--- src/rtl/fpmult_out_stage_if.sv ---
// Handshake bundle between the FP multiplier datapath, this output stage and its consumer.
// The stage takes the slave view; whoever feeds products and drains results takes the master view.
interface fpmult_out_stage_if;
    logic        in_valid;
    logic        in_ready;
    logic [31:0] a;
    logic [31:0] b;
    logic [31:0] p;
    logic        inexact_in;
    logic        out_valid;
    logic        out_ready;
    logic [31:0] out_p;
    logic [4:0]  out_flags;

    modport slave (
        input  in_valid, a, b, p, inexact_in, out_ready,
        output in_ready, out_valid, out_p, out_flags
    );

    modport master (
        output in_valid, a, b, p, inexact_in, out_ready,
        input  in_ready, out_valid, out_p, out_flags
    );
endinterface

--- src/rtl/fpmult_out_stage.sv ---
// FP multiplier output stage: IEEE-754 exception classification, NaN canonicalisation,
// a 2-entry skid buffer toward the consumer, and sticky flag / exception counter status.
module fpmult_out_stage #(
    parameter int          CNT_W = 16,
    parameter logic [31:0] QNAN  = 32'h7FC00000
) (
    input  logic               clk,
    input  logic               rst,
    fpmult_out_stage_if.slave  bus,
    output logic [4:0]         sticky_flags,
    input  logic               clear_sticky,
    output logic [CNT_W-1:0]   exc_count
);

    logic [31:0] opnd [2];
    logic [1:0]  is_zero, is_inf, is_nan, is_snan, is_fin;

    assign opnd[0] = bus.a;
    assign opnd[1] = bus.b;

    generate
        for (genvar gi = 0; gi < 2; gi++) begin : g_class
            assign is_zero[gi] = (opnd[gi][30:23] == 8'h00) && (opnd[gi][22:0] == 23'd0);
            assign is_inf[gi]  = (opnd[gi][30:23] == 8'hFF) && (opnd[gi][22:0] == 23'd0);
            assign is_nan[gi]  = (opnd[gi][30:23] == 8'hFF) && (opnd[gi][22:0] != 23'd0);
            assign is_snan[gi] = is_nan[gi] && !opnd[gi][22];
            assign is_fin[gi]  = (opnd[gi][30:23] != 8'hFF);
        end
    endgenerate

    logic        invalid, nanres, ovf, unf, inx;
    logic [31:0] new_p;
    logic [4:0]  new_flags;

    always_comb begin
        invalid   = (is_inf[0] && is_zero[1]) || (is_zero[0] && is_inf[1]) || (|is_snan);
        nanres    = invalid || (|is_nan);
        ovf       = !nanres && (bus.p[30:23] == 8'hFF) && (&is_fin);
        // Denormal operands count as nonzero; an exact tiny result is not an underflow.
        unf       = !nanres && (bus.p[30:23] == 8'h00) && (&(is_fin & ~is_zero)) && bus.inexact_in;
        inx       = !nanres && (bus.inexact_in || ovf);
        new_flags = {invalid, 1'b0, ovf, unf, inx};
        new_p     = nanres ? QNAN : bus.p;
    end

    logic             m_valid_q, m_valid_d;
    logic [31:0]      m_p_q, m_p_d;
    logic [4:0]       m_flags_q, m_flags_d;
    logic             s_valid_q, s_valid_d;
    logic [31:0]      s_p_q, s_p_d;
    logic [4:0]       s_flags_q, s_flags_d;
    logic             in_ready_q, in_ready_d;
    logic [4:0]       sticky_q, sticky_d;
    logic [CNT_W-1:0] cnt_q, cnt_d;

    logic             accept, xfer, exc_event;
    logic [4:0]       sticky_base;
    logic [CNT_W-1:0] cnt_base;

    always_comb begin
        m_valid_d = m_valid_q;
        m_p_d     = m_p_q;
        m_flags_d = m_flags_q;
        s_valid_d = s_valid_q;
        s_p_d     = s_p_q;
        s_flags_d = s_flags_q;

        accept = bus.in_valid && in_ready_q;
        xfer   = m_valid_q && bus.out_ready;

        // in_ready is low whenever S holds data, so accept and a full S never coincide.
        if (xfer) begin
            if (s_valid_q) begin
                m_p_d     = s_p_q;
                m_flags_d = s_flags_q;
                s_valid_d = 1'b0;
            end else if (accept) begin
                m_p_d     = new_p;
                m_flags_d = new_flags;
            end else begin
                m_valid_d = 1'b0;
            end
        end else if (!m_valid_q) begin
            if (accept) begin
                m_valid_d = 1'b1;
                m_p_d     = new_p;
                m_flags_d = new_flags;
            end
        end else if (accept) begin
            s_valid_d = 1'b1;
            s_p_d     = new_p;
            s_flags_d = new_flags;
        end

        in_ready_d = !s_valid_d;

        exc_event   = m_flags_q[4] || m_flags_q[2] || m_flags_q[1];
        sticky_base = clear_sticky ? 5'd0 : sticky_q;
        cnt_base    = clear_sticky ? '0 : cnt_q;
        sticky_d    = sticky_base;
        cnt_d       = cnt_base;
        if (xfer) begin
            sticky_d = sticky_base | m_flags_q;
            if (exc_event && (cnt_base != {CNT_W{1'b1}})) begin
                cnt_d = cnt_base + {{(CNT_W-1){1'b0}}, 1'b1};
            end
        end
    end

    always_ff @(posedge clk) begin
        if (rst) begin
            m_valid_q  <= 1'b0;
            m_p_q      <= 32'd0;
            m_flags_q  <= 5'd0;
            s_valid_q  <= 1'b0;
            s_p_q      <= 32'd0;
            s_flags_q  <= 5'd0;
            in_ready_q <= 1'b1;
            sticky_q   <= 5'd0;
            cnt_q      <= '0;
        end else begin
            m_valid_q  <= m_valid_d;
            m_p_q      <= m_p_d;
            m_flags_q  <= m_flags_d;
            s_valid_q  <= s_valid_d;
            s_p_q      <= s_p_d;
            s_flags_q  <= s_flags_d;
            in_ready_q <= in_ready_d;
            sticky_q   <= sticky_d;
            cnt_q      <= cnt_d;
        end
    end

    assign bus.in_ready  = in_ready_q;
    assign bus.out_valid = m_valid_q;
    assign bus.out_p     = m_p_q;
    assign bus.out_flags = m_flags_q;
    assign sticky_flags  = sticky_q;
    assign exc_count     = cnt_q;

endmodule

--- src/flat_wrapper.sv ---
// flat-port wrapper written by rule: the top's interface ports become plain ports
module fpmult_out_stage_flat 
#(
    parameter int          CNT_W = 16,
    parameter logic [31:0] QNAN  = 32'h7FC00000
)
  (clk, rst, sticky_flags, clear_sticky, exc_count, bus_in_valid, bus_a, bus_b, bus_p, bus_inexact_in, bus_out_ready, bus_in_ready, bus_out_valid, bus_out_p, bus_out_flags);
  fpmult_out_stage_if bus_i ();
  input  logic clk;
  input  logic rst;
  output logic [4:0] sticky_flags;
  input  logic clear_sticky;
  output logic [CNT_W-1:0] exc_count;
  input wire logic [$bits(bus_i.in_valid)-1:0] bus_in_valid;
  input wire logic [$bits(bus_i.a)-1:0] bus_a;
  input wire logic [$bits(bus_i.b)-1:0] bus_b;
  input wire logic [$bits(bus_i.p)-1:0] bus_p;
  input wire logic [$bits(bus_i.inexact_in)-1:0] bus_inexact_in;
  input wire logic [$bits(bus_i.out_ready)-1:0] bus_out_ready;
  output wire logic [$bits(bus_i.in_ready)-1:0] bus_in_ready;
  output wire logic [$bits(bus_i.out_valid)-1:0] bus_out_valid;
  output wire logic [$bits(bus_i.out_p)-1:0] bus_out_p;
  output wire logic [$bits(bus_i.out_flags)-1:0] bus_out_flags;
  assign bus_i.in_valid = bus_in_valid;
  assign bus_i.a = bus_a;
  assign bus_i.b = bus_b;
  assign bus_i.p = bus_p;
  assign bus_i.inexact_in = bus_inexact_in;
  assign bus_i.out_ready = bus_out_ready;
  assign bus_in_ready = bus_i.in_ready;
  assign bus_out_valid = bus_i.out_valid;
  assign bus_out_p = bus_i.out_p;
  assign bus_out_flags = bus_i.out_flags;
  fpmult_out_stage #(.CNT_W(CNT_W), .QNAN(QNAN)) u_core (.clk(clk), .rst(rst), .bus(bus_i), .sticky_flags(sticky_flags), .clear_sticky(clear_sticky), .exc_count(exc_count));
endmodule
--- config.mk ---
export PLATFORM = sky130hd
export DESIGN_NAME = fpmult_out_stage_flat
export DESIGN_NICKNAME = d
export VERILOG_FILES = /design/src/rtl/fpmult_out_stage_if.sv /design/src/rtl/fpmult_out_stage.sv /design/src/flat_wrapper.sv
export SDC_FILE = /design/constraint.sdc
export NUM_CORES = 1
export LEC_CHECK = 0
export ABC_CLOCK_PERIOD_IN_PS = 5400
export CELL_PAD_IN_SITES_DETAIL_PLACEMENT = 0
export CELL_PAD_IN_SITES_GLOBAL_PLACEMENT = 2
export CORE_MARGIN = 1
export CORE_UTILIZATION = 40
export DETAILED_ROUTE_END_ITERATION = 10
export DONT_BUFFER_PORTS = 1
export HOLD_SLACK_MARGIN = 0.08
export PLACE_DENSITY = 0.91
export SLEW_MARGIN = 20
export SYNTH_ARGS = -nofsm -noshare
export SYNTH_HDL_FRONTEND = slang
export SYNTH_SLANG_ARGS = --single-unit
export TNS_END_PERCENT = 20
--- constraint.sdc ---
create_clock -name clk -period 5.4 [get_ports clk]
set_input_delay 0.81 -clock clk [delete_from_list [all_inputs] [get_ports clk]]
set_output_delay 0.81 -clock clk [all_outputs]
set_load 0.005 [all_outputs]
==> results.json <==
{
  "synthArstFlopShare_pct": 0,
  "fmax_mhz": 363.5,
  "postCtsHoldBufs": 0,
  "drcViolationCount": 0,
  "synth_ff_type": "dfxtp_1",
  "grt_pass1_vias": 4641,
  "cts_buffers": 9,
  "area_growth_pct": 6.381,
  "slowest_stage": "o211ai_4",
  "syn_inst": 597,
  "crit_path_end_kind": "flip-flop",
  "syn_nets": 700,
  "place_congestion": 0.7725,
  "post_drt_wl_per_cell_um": 19.94,
  "synth_warnings": 0,
  "synth_enable_flop_cells": 0,
  "path_clk_slew_ns": 0.07,
  "min_path_type": "flip-flop to flip-flop",
  "vias": 4638,
  "syn_avg_cell_area_um2": 8.769,
  "ys_seq_elements": 97,
  "placed_cells": 728,
  "stdcell_count": 744,
  "cts-resized-gates": 0,
  "final_antenna_net_count": 0,
  "synth_cell_types": 52,
  "ir_drop_mv": 0.1531,
  "tightest_slew_ns": 0.8574,
  "synth_most_common_cell": "dfxtp_1",
  "clock_sinks": 97,
  "cp_top_family": "compound AO/OA/AOI/OAI gates",
  "cts_setup_buffers": 0,
  "grt-ovfl-total": 0,
  "fin_skew_ns": 0.009194,
  "drt-total-wl_mm": 14.84,
  "p_leak_uw": 0.002119,
  "crit_arrival_ns": 3.02,
  "clkLatencyLatePin_ns": 0.35,
  "setup_viol_count_final": 0,
  "clk_path_buf_depth": 2,
  "cp.required_ns": 5.67,
  "cts_tree": "yes",
  "fp.dieH_um": 116.4,
  "cp.buffers_inverters": 1,
  "syn_area_um2": 5235,
  "whs_ns": 0.4583,
  "cp-start-kind": "primary input",
  "cts_root_buffer": "clkbuf_16",
  "critPathMaxStageDelay_ns": 0.69,
  "finalHoldViolations": 0,
  "dp_hpwl_mm": 9.781,
  "seqCellArea_um2": 1942,
  "fin_tns_setup_ns": 0,
  "start_util_pct": 41.32,
  "multiInputGateArea_um2": 2998,
  "n_antenna_cell": 0,
  "synth_top_cell_area_share_pct": 37.09,
  "path_cells": "or4_4 > nand4bb_4 > o211ai_4 > a22oi_2 > buf_6 > a211oi_2",
  "row_count": 41,
  "rsz0062_at_grt": "no",
  "via_per_inst": 6.234,
  "slew_violations": 0,
  "status": "complete, no violations",
  "drive_above_1_share_pct": 11.89,
  "period_needed_ns": 2.751,
  "synth_common_cells": "dfxtp_1 (97), nor2_1 (86), clkbuf_1 (33), nand2_1 (29), nand3_1 (28)",
  "htree_levels": 3,
  "fillers": 1276,
  "io_buffers": 0,
  "max-slew-margin-rel_pct": 42.63,
  "synth.largest_area_cell": "dfxtp_1",
  "antenna_found_initial": 0,
  "io_pins": 162,
  "grt_pass1_wl_mm": 23.54,
  "die_x_um": 116.4,
  "drt_pass1_iterations": 5,
  "path_class": "primary input to flip-flop",
  "die_area_um2": 13550,
  "grt_start_max_net_pins": 87,
  "drt_iter0_markers": 306,
  "p_per_area_nw_per_um2": 272.6,
  "max-cap-violations": 0,
  "nNetsFinal": 671,
  "core_area_um2": 12670,
  "synth_area_leaders": "dfxtp_1 (37%), o41ai_2 (6.2%), nor2_1 (6.2%), o221a_1 (4.3%), a221oi_1 (3.7%)",
  "seq_area_frac_synth_pct": 37.09,
  "gr-usage-all-layers_pct": 22.68,
  "cp_max_fo": 23,
  "post-route-period-util_pct": 50.95
}
## metrics by stage
| step | util (%) | worst slack, ns | power, uW | instance area, um^2 |
|---|---|---|---|---|
| 3_3_place_gp | 41.74 | 2.190 | 935.6 | 5289 |
| 2_1_floorplan | - | 2.811 | 914.0 | 5235 |
| 5_1_grt | 43.95 | 2.525 | 1583 | 5569 |
| 6_report | 43.95 | 2.649 | 1518 | 5569 |
| 3_5_place_dp | 41.74 | 2.131 | 942.6 | 5289 |
| 4_1_cts | 43.82 | 2.497 | 1540 | 5553 |
## layout make-up
cell class | instances | area share [%]
multi-input combinational | 428 | 53.83
sequential | 97 | 34.87
clock buffer | 12 | 4.426
tap | 172 | 3.864
inverter | 25 | 1.685
timing repair buffer | 7 | 1.011
clock inverter | 3 | 0.3145
## logic make-up after synthesis
logic type	count (synthesis)	synth area share, %
AOI/OAI and AO/OA	172	30.76
xor gates and xnor gates	8	1.338
adders and majority gates	1	0.2390
buffers and inverters	72	5.999
DFF	97	37.09
muxes	1	0.1912
and+or+nand+nor	246	24.38
## report_power, final
part	leakage, uW	internal, uW	total [uW]	switching [uW]
clock	0.000128	321	592	271
sequential	0.000792	750	785	34.7
combinational	0.00120	62.1	141	79.0
total	0.00212	1130	1520	385
## worst reg2reg max path: stages (launching register included)
cell	delay [ns]
dfxtp_1	0.38
nor2b_1	0.23
ha_1	0.20
nand4b_1	0.26
nor3_1	0.54
o211ai_1	0.22
or4_1	0.43
nand2_1	0.07
## path summary, 6_finish.rpt
check | startpoint | end | slack (ns) | depth (start not counted)
max | bus_b[2] | u_core.s_p_q[26] | 2.65 | 6
min | u_core.s_flags_q[1] | u_core.s_flags_q[1] | 0.46 | 2
max reg2reg | u_core.exc_count[0] | u_core.exc_count[12] | 3.01 | 7
min reg2reg | u_core.s_flags_q[1] | u_core.s_flags_q[1] | 0.46 | 2
## state kept, by name, summed over array words and instances (netlist names)
signal / flops
u_core.bus.in_ready: 1
u_core.bus.out_flags: 5
u_core.bus.out_p: 32
u_core.bus.out_valid: 1
u_core.exc_count: 16
u_core.s_flags_q: 4
u_core.s_p_q: 32
u_core.s_valid_q: 1
u_core.sticky_flags: 5
## cells in the final DEF, fill, tap and decap left out, types with 3 or more instances in the layout
| master | instances |
|---|---|
| a211oi_1 | 9 |
| a211oi_2 | 8 |
| a21o_1 | 24 |
| a21oi_1 | 15 |
| a221oi_1 | 22 |
| a22oi_1 | 9 |
| and2_1 | 4 |
| and3_1 | 4 |
| and4_1 | 4 |
| buf_4 | 6 |
| clkbuf_16 | 9 |
| dfxtp_1 | 97 |
| inv_1 | 25 |
| nand2_1 | 28 |
| nand2b_1 | 6 |
| nand3_1 | 28 |
| nand4_1 | 14 |
| nor2_1 | 84 |
| nor2b_1 | 10 |
| nor3_1 | 5 |
| nor3b_1 | 10 |
| nor4_1 | 16 |
| o2111ai_1 | 4 |
| o211ai_1 | 13 |
| o21ai_0 | 6 |
| o221a_1 | 20 |
| o22ai_1 | 5 |
| o41ai_1 | 4 |
| o41ai_2 | 20 |
| or2_2 | 5 |
| or3_1 | 16 |
| xnor2_1 | 3 |
| xor2_1 | 5 |
## per-layer routing
layer  part of all wire (%)  track usage, %
met1                     43           26.07
met2                     48           38.03
met4                    1.2           7.521
met3                    7.5           9.393
met5                      0               0
Note: power is estimated with default switching activity, not from simulation.
